### src/rtl/regfile_init_dump_pkg.sv
// Shared definitions for the register-file init/dump sequencer.
//   - state_e         : sequencer states
//   - NUM_REGS        : number of architectural registers
//   - LAST_IDX        : highest register index walked by init and dump
//   - SP_IDX / SP_INIT: default stack-pointer index and its reset value
package regfile_init_dump_pkg;

    localparam int unsigned NUM_REGS = 32;
    localparam int unsigned LAST_IDX = 31;
    localparam int unsigned SP_IDX   = 2;
    localparam int unsigned SP_INIT  = 1023;

    typedef enum logic [1:0] {
        StInit,
        StIdle,
        StDumpLoad,
        StDumpSend
    } state_e;

endpackage

### src/rtl/regfile_init_dump.sv
// Register-file sequencer between the core datapath and the register file.
// After reset it writes every register x1..x31 (x2 gets SP_INIT, the rest 0),
// then passes core traffic straight through. A dump request streams all 32
// registers out over a valid/ready port while the core is stalled.
//
// Ports:
//   clk, reset_n        clock, synchronous active-low reset
//   core_*              core-side register-file request (rs1, rd, data, we)
//   core_stall          high while the sequencer owns the register-file ports
//   rf_*                register-file side (rs1, rd, writeData, regWrite, readData1)
//   init_done           level, high once the init walk has finished
//   dump_req            request a dump (pulse or level)
//   dump_valid/ready    dump beat handshake
//   dump_index/data     register index and value of the current beat
//   dump_done           one-cycle pulse after the last beat is accepted
module regfile_init_dump
    import regfile_init_dump_pkg::*;
#(
    parameter int unsigned DATA_W  = 32,
    parameter int unsigned ADDR_W  = 5,
    parameter int unsigned SP_IDX  = regfile_init_dump_pkg::SP_IDX,
    parameter int unsigned SP_INIT = regfile_init_dump_pkg::SP_INIT
) (
    input  logic              clk,
    input  logic              reset_n,
    input  logic [ADDR_W-1:0] core_rs1,
    input  logic [ADDR_W-1:0] core_rd,
    input  logic [DATA_W-1:0] core_writeData,
    input  logic              core_regWrite,
    output logic              core_stall,
    output logic [ADDR_W-1:0] rf_rs1,
    output logic [ADDR_W-1:0] rf_rd,
    output logic [DATA_W-1:0] rf_writeData,
    output logic              rf_regWrite,
    input  logic [DATA_W-1:0] rf_readData1,
    output logic              init_done,
    input  logic              dump_req,
    output logic              dump_valid,
    input  logic              dump_ready,
    output logic [ADDR_W-1:0] dump_index,
    output logic [DATA_W-1:0] dump_data,
    output logic              dump_done
);

    localparam logic [ADDR_W-1:0] LastIdx = ADDR_W'(LAST_IDX);
    localparam logic [ADDR_W-1:0] SpIdx   = ADDR_W'(SP_IDX);
    localparam logic [DATA_W-1:0] SpInit  = DATA_W'(SP_INIT);

    state_e            r_state;
    logic [ADDR_W-1:0] r_idx;
    logic              r_init_done;
    logic              r_dump_valid;
    logic [ADDR_W-1:0] r_dump_index;
    logic [DATA_W-1:0] r_dump_data;
    logic              r_dump_done;
    logic              r_pending;

    state_e            w_state_next;
    logic [ADDR_W-1:0] w_idx_next;
    logic              w_init_done_next;
    logic              w_dump_valid_next;
    logic [ADDR_W-1:0] w_dump_index_next;
    logic [DATA_W-1:0] w_dump_data_next;
    logic              w_dump_done_next;
    logic              w_pending_next;

    // Next-state logic.
    always_comb begin
        w_state_next      = r_state;
        w_idx_next        = r_idx;
        w_init_done_next  = r_init_done;
        w_dump_valid_next = r_dump_valid;
        w_dump_index_next = r_dump_index;
        w_dump_data_next  = r_dump_data;
        w_dump_done_next  = 1'b0;
        w_pending_next    = r_pending;

        unique case (r_state)
            StInit: begin
                // A request that arrives mid-walk is remembered, not dropped.
                if (dump_req) w_pending_next = 1'b1;
                if (r_idx == LastIdx) begin
                    w_state_next     = StIdle;
                    w_init_done_next = 1'b1;
                end else begin
                    w_idx_next = r_idx + 1'b1;
                end
            end
            StIdle: begin
                if (dump_req || r_pending) begin
                    w_idx_next     = '0;
                    w_pending_next = 1'b0;
                    w_state_next   = StDumpLoad;
                end
            end
            StDumpLoad: begin
                if (dump_req) w_pending_next = 1'b1;
                w_dump_data_next  = rf_readData1;
                w_dump_index_next = r_idx;
                w_dump_valid_next = 1'b1;
                w_state_next      = StDumpSend;
            end
            StDumpSend: begin
                if (dump_req) w_pending_next = 1'b1;
                if (r_dump_valid && dump_ready) begin
                    w_dump_valid_next = 1'b0;
                    if (r_idx == LastIdx) begin
                        w_dump_done_next = 1'b1;
                        w_state_next     = StIdle;
                    end else begin
                        w_idx_next   = r_idx + 1'b1;
                        w_state_next = StDumpLoad;
                    end
                end
            end
            default: w_state_next = StInit;
        endcase
    end

    always_ff @(posedge clk) begin
        if (!reset_n) begin
            r_state      <= StInit;
            r_idx        <= ADDR_W'(1);
            r_init_done  <= 1'b0;
            r_dump_valid <= 1'b0;
            r_dump_index <= '0;
            r_dump_data  <= '0;
            r_dump_done  <= 1'b0;
            r_pending    <= 1'b0;
        end else begin
            r_state      <= w_state_next;
            r_idx        <= w_idx_next;
            r_init_done  <= w_init_done_next;
            r_dump_valid <= w_dump_valid_next;
            r_dump_index <= w_dump_index_next;
            r_dump_data  <= w_dump_data_next;
            r_dump_done  <= w_dump_done_next;
            r_pending    <= w_pending_next;
        end
    end

    // Register-file port mux. Reset is applied combinationally here so the
    // register file never sees a write while reset_n is low, whatever the
    // state register still holds.
    always_comb begin
        core_stall   = 1'b1;
        rf_rs1       = r_idx;
        rf_rd        = r_idx;
        rf_writeData = '0;
        rf_regWrite  = 1'b0;
        if (reset_n) begin
            unique case (r_state)
                StInit: begin
                    rf_regWrite  = 1'b1;
                    rf_writeData = (r_idx == SpIdx) ? SpInit : '0;
                end
                StIdle: begin
                    core_stall   = 1'b0;
                    rf_rs1       = core_rs1;
                    rf_rd        = core_rd;
                    rf_writeData = core_writeData;
                    rf_regWrite  = core_regWrite;
                end
                default: ;
            endcase
        end
    end

    assign init_done  = r_init_done;
    assign dump_valid = r_dump_valid;
    assign dump_index = r_dump_index;
    assign dump_data  = r_dump_data;
    assign dump_done  = r_dump_done;

endmodule

### config.mk
export PLATFORM = sky130hd
export DESIGN_NAME = regfile_init_dump
export DESIGN_NICKNAME = d
export VERILOG_FILES = /design/src/rtl/regfile_init_dump_pkg.sv /design/src/rtl/regfile_init_dump.sv
export SDC_FILE = /design/constraint.sdc
export NUM_CORES = 1
export LEC_CHECK = 0
export BUFFER_PORTS_ARGS = -buffer_cell sky130_fd_sc_hd__buf_4
export CORE_UTILIZATION = 41
export CTS_CLUSTER_SIZE = 12
export DETAILED_ROUTE_END_ITERATION = 6
export HOLD_SLACK_MARGIN = 0.1
export PLACE_DENSITY = 0.77
export RECOVER_POWER = 25
export SYNTH_ARGS = -nofsm -noshare
export SYNTH_HDL_FRONTEND = slang
export SYNTH_SLANG_ARGS = --single-unit
export TNS_END_PERCENT = 1
### constraint.sdc
create_clock -name clk -period 1.93 [get_ports clk]
set_input_delay 0.4825 -clock clk [delete_from_list [all_inputs] [get_ports clk]]
set_output_delay 0.4825 -clock clk [all_outputs]
set_load 0.05 [all_outputs]
==> impl_metrics.csv <==
group,metric,value,unit
timing,setup_slack,-0.1285,ns
logic_synthesis,synth-simple-area-share,0.3035,
grt,grt_first_pass_wirelength,11190,um
worst_setup_path,path_class,"reg -> out",
clock_tree,root_buffer,"clkbuf_8",
worst_setup_path,crit_path_start_kind,"register",
logic_synthesis,synth_top_family_by_area,"simple AND/OR/NAND/NOR gates",
clock_tree,clkSlewWorstSetupHoldPaths,0.10,ns
die,die_area,5997,um2
logic_synthesis,synth_edf_count,0,
grt,grt_usage,0.2280,
drt,vias_per_cell,4.838,
finish,syn_to_final_growth,65.84,%
worst_setup_path,critPathMaxFanout,10,
clock_tree,cts_buffer_depth,2,
clock_tree,cts_tree,"built",
drt,drtIter0Drc,129,
timing,min_period_over_period,1.067,
finish,final_cell_area,3870,um2
drt,drc,0,
logic_synthesis,ys_ff_latch,48,
drt,wl_per_cell,12.98,um
finish,layout-drive-gt1-share,0.4258,
placed_design,dp_hpwl,5043,um
grt,grt_pass1_vias,2427,
logic_synthesis,synth_top_cell_by_area,"dfxtp_1",
die,die_height,77.44,um
power,vdd_drop_max,0.0004111,V
status,violations,"negative setup slack",
logic_synthesis,synth_ff_type,"dfxtp_1",
worst_setup_path,crit_arrival,1.58,ns
placed_design,numPortBuffers,162,
timing,clock-skew-final,0.007452,ns
clock_tree,cts_sinks,48,
drt,vias,2564,
timing,fmax,485.8,MHz
logic_synthesis,ys_types,36,
logic_synthesis,yosysSeqAreaShare,0.4118,
finish,seqCellArea,965.9,um2
timing,rsz0062_at_grt,"yes",
clock_tree,h-tree-depth,2,
job,cap_violations,0,
logic_synthesis,syn_inst,293,
placed_design,place_ws,-0.09322,ns
worst_hold_path,min_path_type,"in -> reg",
die,start_util,0.4238,
timing,min_period,2.058,ns
drt,first_pass_iters,4,
timing,worst_pin_slew,0.7766,ns
finish,final_nets,540,
placed_design,placed_cell_area,3650,um2
finish,antennaDiodeCount,0,
worst_setup_path,worst_ep_required_time,1.45,ns
placed_design,gp_congestion,0.7594,
grt,grt_max_degree,50,
logic_synthesis,syn_area,2333,um2
power,powerDensity,590.7,nW/um2
logic_synthesis,synthMuxAreaShare,0.004290,
logic_synthesis,synth_top_area_frac,0.4118,
logic_synthesis,synth_area_leaders,"dfxtp_1 (41%), nand2_1 (17%), a21boi_1 (12%), and3_1 (7.0%), a21o_1 (3.5%)",
grt,grt_overflow,0,
logic_synthesis,synth_xor_area_frac,0,
die,ios,163,
status,outcome,"finished with violations",
finish,fillers,461,
die,rows,27,
timing,hold_viol,0,
finish,multiInputGateArea,1275,um2
logic_synthesis,async_reset_ff_frac,0,
die,core-area,5507,um2
clock_tree,post_cts_buffers,0,
logic_synthesis,synth_compound_area_frac,0.2054,
worst_setup_path,end_kind,"output port",
placed_design,placedCellCount,522,
grt,antenna_found_initial,0,
drt,drt_wl_total,6878,um
logic_synthesis,synthAdderAreaFrac,0.02145,
timing,max_slew_margin,0.4823,
logic_synthesis,avgSynthCellArea,7.964,um2
power,p_leak,1.956,nW
clock_tree,cts_buffers,5,
timing,setup_viol,19,
logic_synthesis,synth_warnings,0,
timing,drv_slew,0,
clock_tree,cts_hold_buf,0,
logic_synthesis,syn-num-nets,376,
drt,drtAntennaViolNets,0,
clock_tree,clock_latency,0.31,ns
finish,fin_cells,530,
die,die_w,77.44,um
## routing by layer
metal / track usage / wire length (um) / up-vias
met5: 0 / 0 / -
met4: 0.04906 / 30 / 0
met3: 0.05882 / 443 / 6
met2: 0.3991 / 3461 / 92
met1: 0.2791 / 2943 / 1168
li1: - / - / 1298
## kinds of logic (layout without fill, tap and decap cells)
group,count (synthesis),count (layout)
simple gates,150,150
compound gates,65,65
flops,48,48
buf+inv,25,190
fa+ha+maj,4,4
mux,1,1
## worst paths after layout
kind	slack, ns	cells past startpoint	startpoint	endpoint
worst max register to register	0.17	7	r_idx[1]	r_idx[4]
worst max-delay path	-0.13	7	r_state[0]	rf_writeData[7]
worst min register to register	0.46	2	dump_data[15]	dump_data[15]
worst min-delay path	0.41	3	rf_readData1[0]	dump_data[0]
## cell type report
| cell class | instances | share of cell area |
|---|---|---|
| inverters | 4 | 0.003880 |
| repair buffers | 178 | 0.3582 |
| flip-flops and latches | 48 | 0.2496 |
| multi-input cells | 220 | 0.3295 |
| clock inverters | 3 | 0.01778 |
| clock buffers | 5 | 0.01778 |
| well taps | 72 | 0.02328 |
## Yosys cell counts (2+ instances only)
cell type    n
nand2_1    104
nand3_1      4
o211ai_1     2
a21o_1      11
clkbuf_1    11
dfxtp_1     48
nor3b_1      2
o21ai_1      2
nand2b_1     2
ha_1         4
buf_2        4
nor2_1       2
a21oi_1      3
and3_1      26
o21ai_0      3
inv_2        2
inv_1        2
a21boi_1    38
buf_4        5
nor2b_1      2
## sequential cells by signal, indices dropped and copies added, names as in the netlist
signal / count
r_idx: 5
r_state: 2
dump_done: 1
init_done: 1
dump_index: 5
dump_data: 32
r_pending: 1
dump_valid: 1
## cell usage in the layout, fill, tap and decap left out, types with 2 or more instances in the layout
master	synthesis	layout
buf_6	1	23
nand2_1	104	103
a21boi_0	0	12
nand2b_1	2	2
bufinv_16	0	2
clkbuf_8	0	5
buf_4	5	145
inv_2	2	3
o211ai_1	2	2
nor3b_1	2	2
a21boi_1	38	26
ha_1	4	3
nand3_1	4	3
o21ai_0	3	4
nor2b_1	2	2
nand2_2	1	2
dfxtp_1	48	44
a21o_1	11	11
and3_1	26	26
a21oi_1	3	3
dfxtp_2	0	4
clkbuf_1	11	9
nor2_1	2	2
## what timing repair did
action / 4_1_cts / 5_1_grt
setup endpoints to repair: 21 / 42
pin swaps: 1 / 0
gates resized for setup: 30 / 5
## where the power goes
part / switching [mW] / internal [mW]
clock: 0.358 / 0.522
combinational: 0.188 / 0.204
sequential: 0.0141 / 1.00
total: 0.560 / 1.73
## worst max-delay path, stage by stage, from the launching register on
cell	delay [ns]
dfxtp_2	0.33
buf_6	0.13
nor2_4	0.10
nand3_2	0.10
nor4_4	0.15
buf_6	0.17
a21o_1	0.13
buf_6	0.17
## per-stage QoR
stage | TNS [ns] | util | hold WS [ns] | total power, mW
after floorplan | 0 | - | 0.4973 | 1.202
after global placement | -0.1388 | 0.6628 | 0.4404 | 1.397
after detailed placement | -0.6320 | 0.6628 | 0.4469 | 1.401
after CTS | -1.701 | 0.7060 | 0.4031 | 2.301
after global routing | -3.252 | 0.7028 | 0.4051 | 2.370
final | -1.611 | 0.7028 | 0.4100 | 2.286
(Power assumes the default switching activity.)
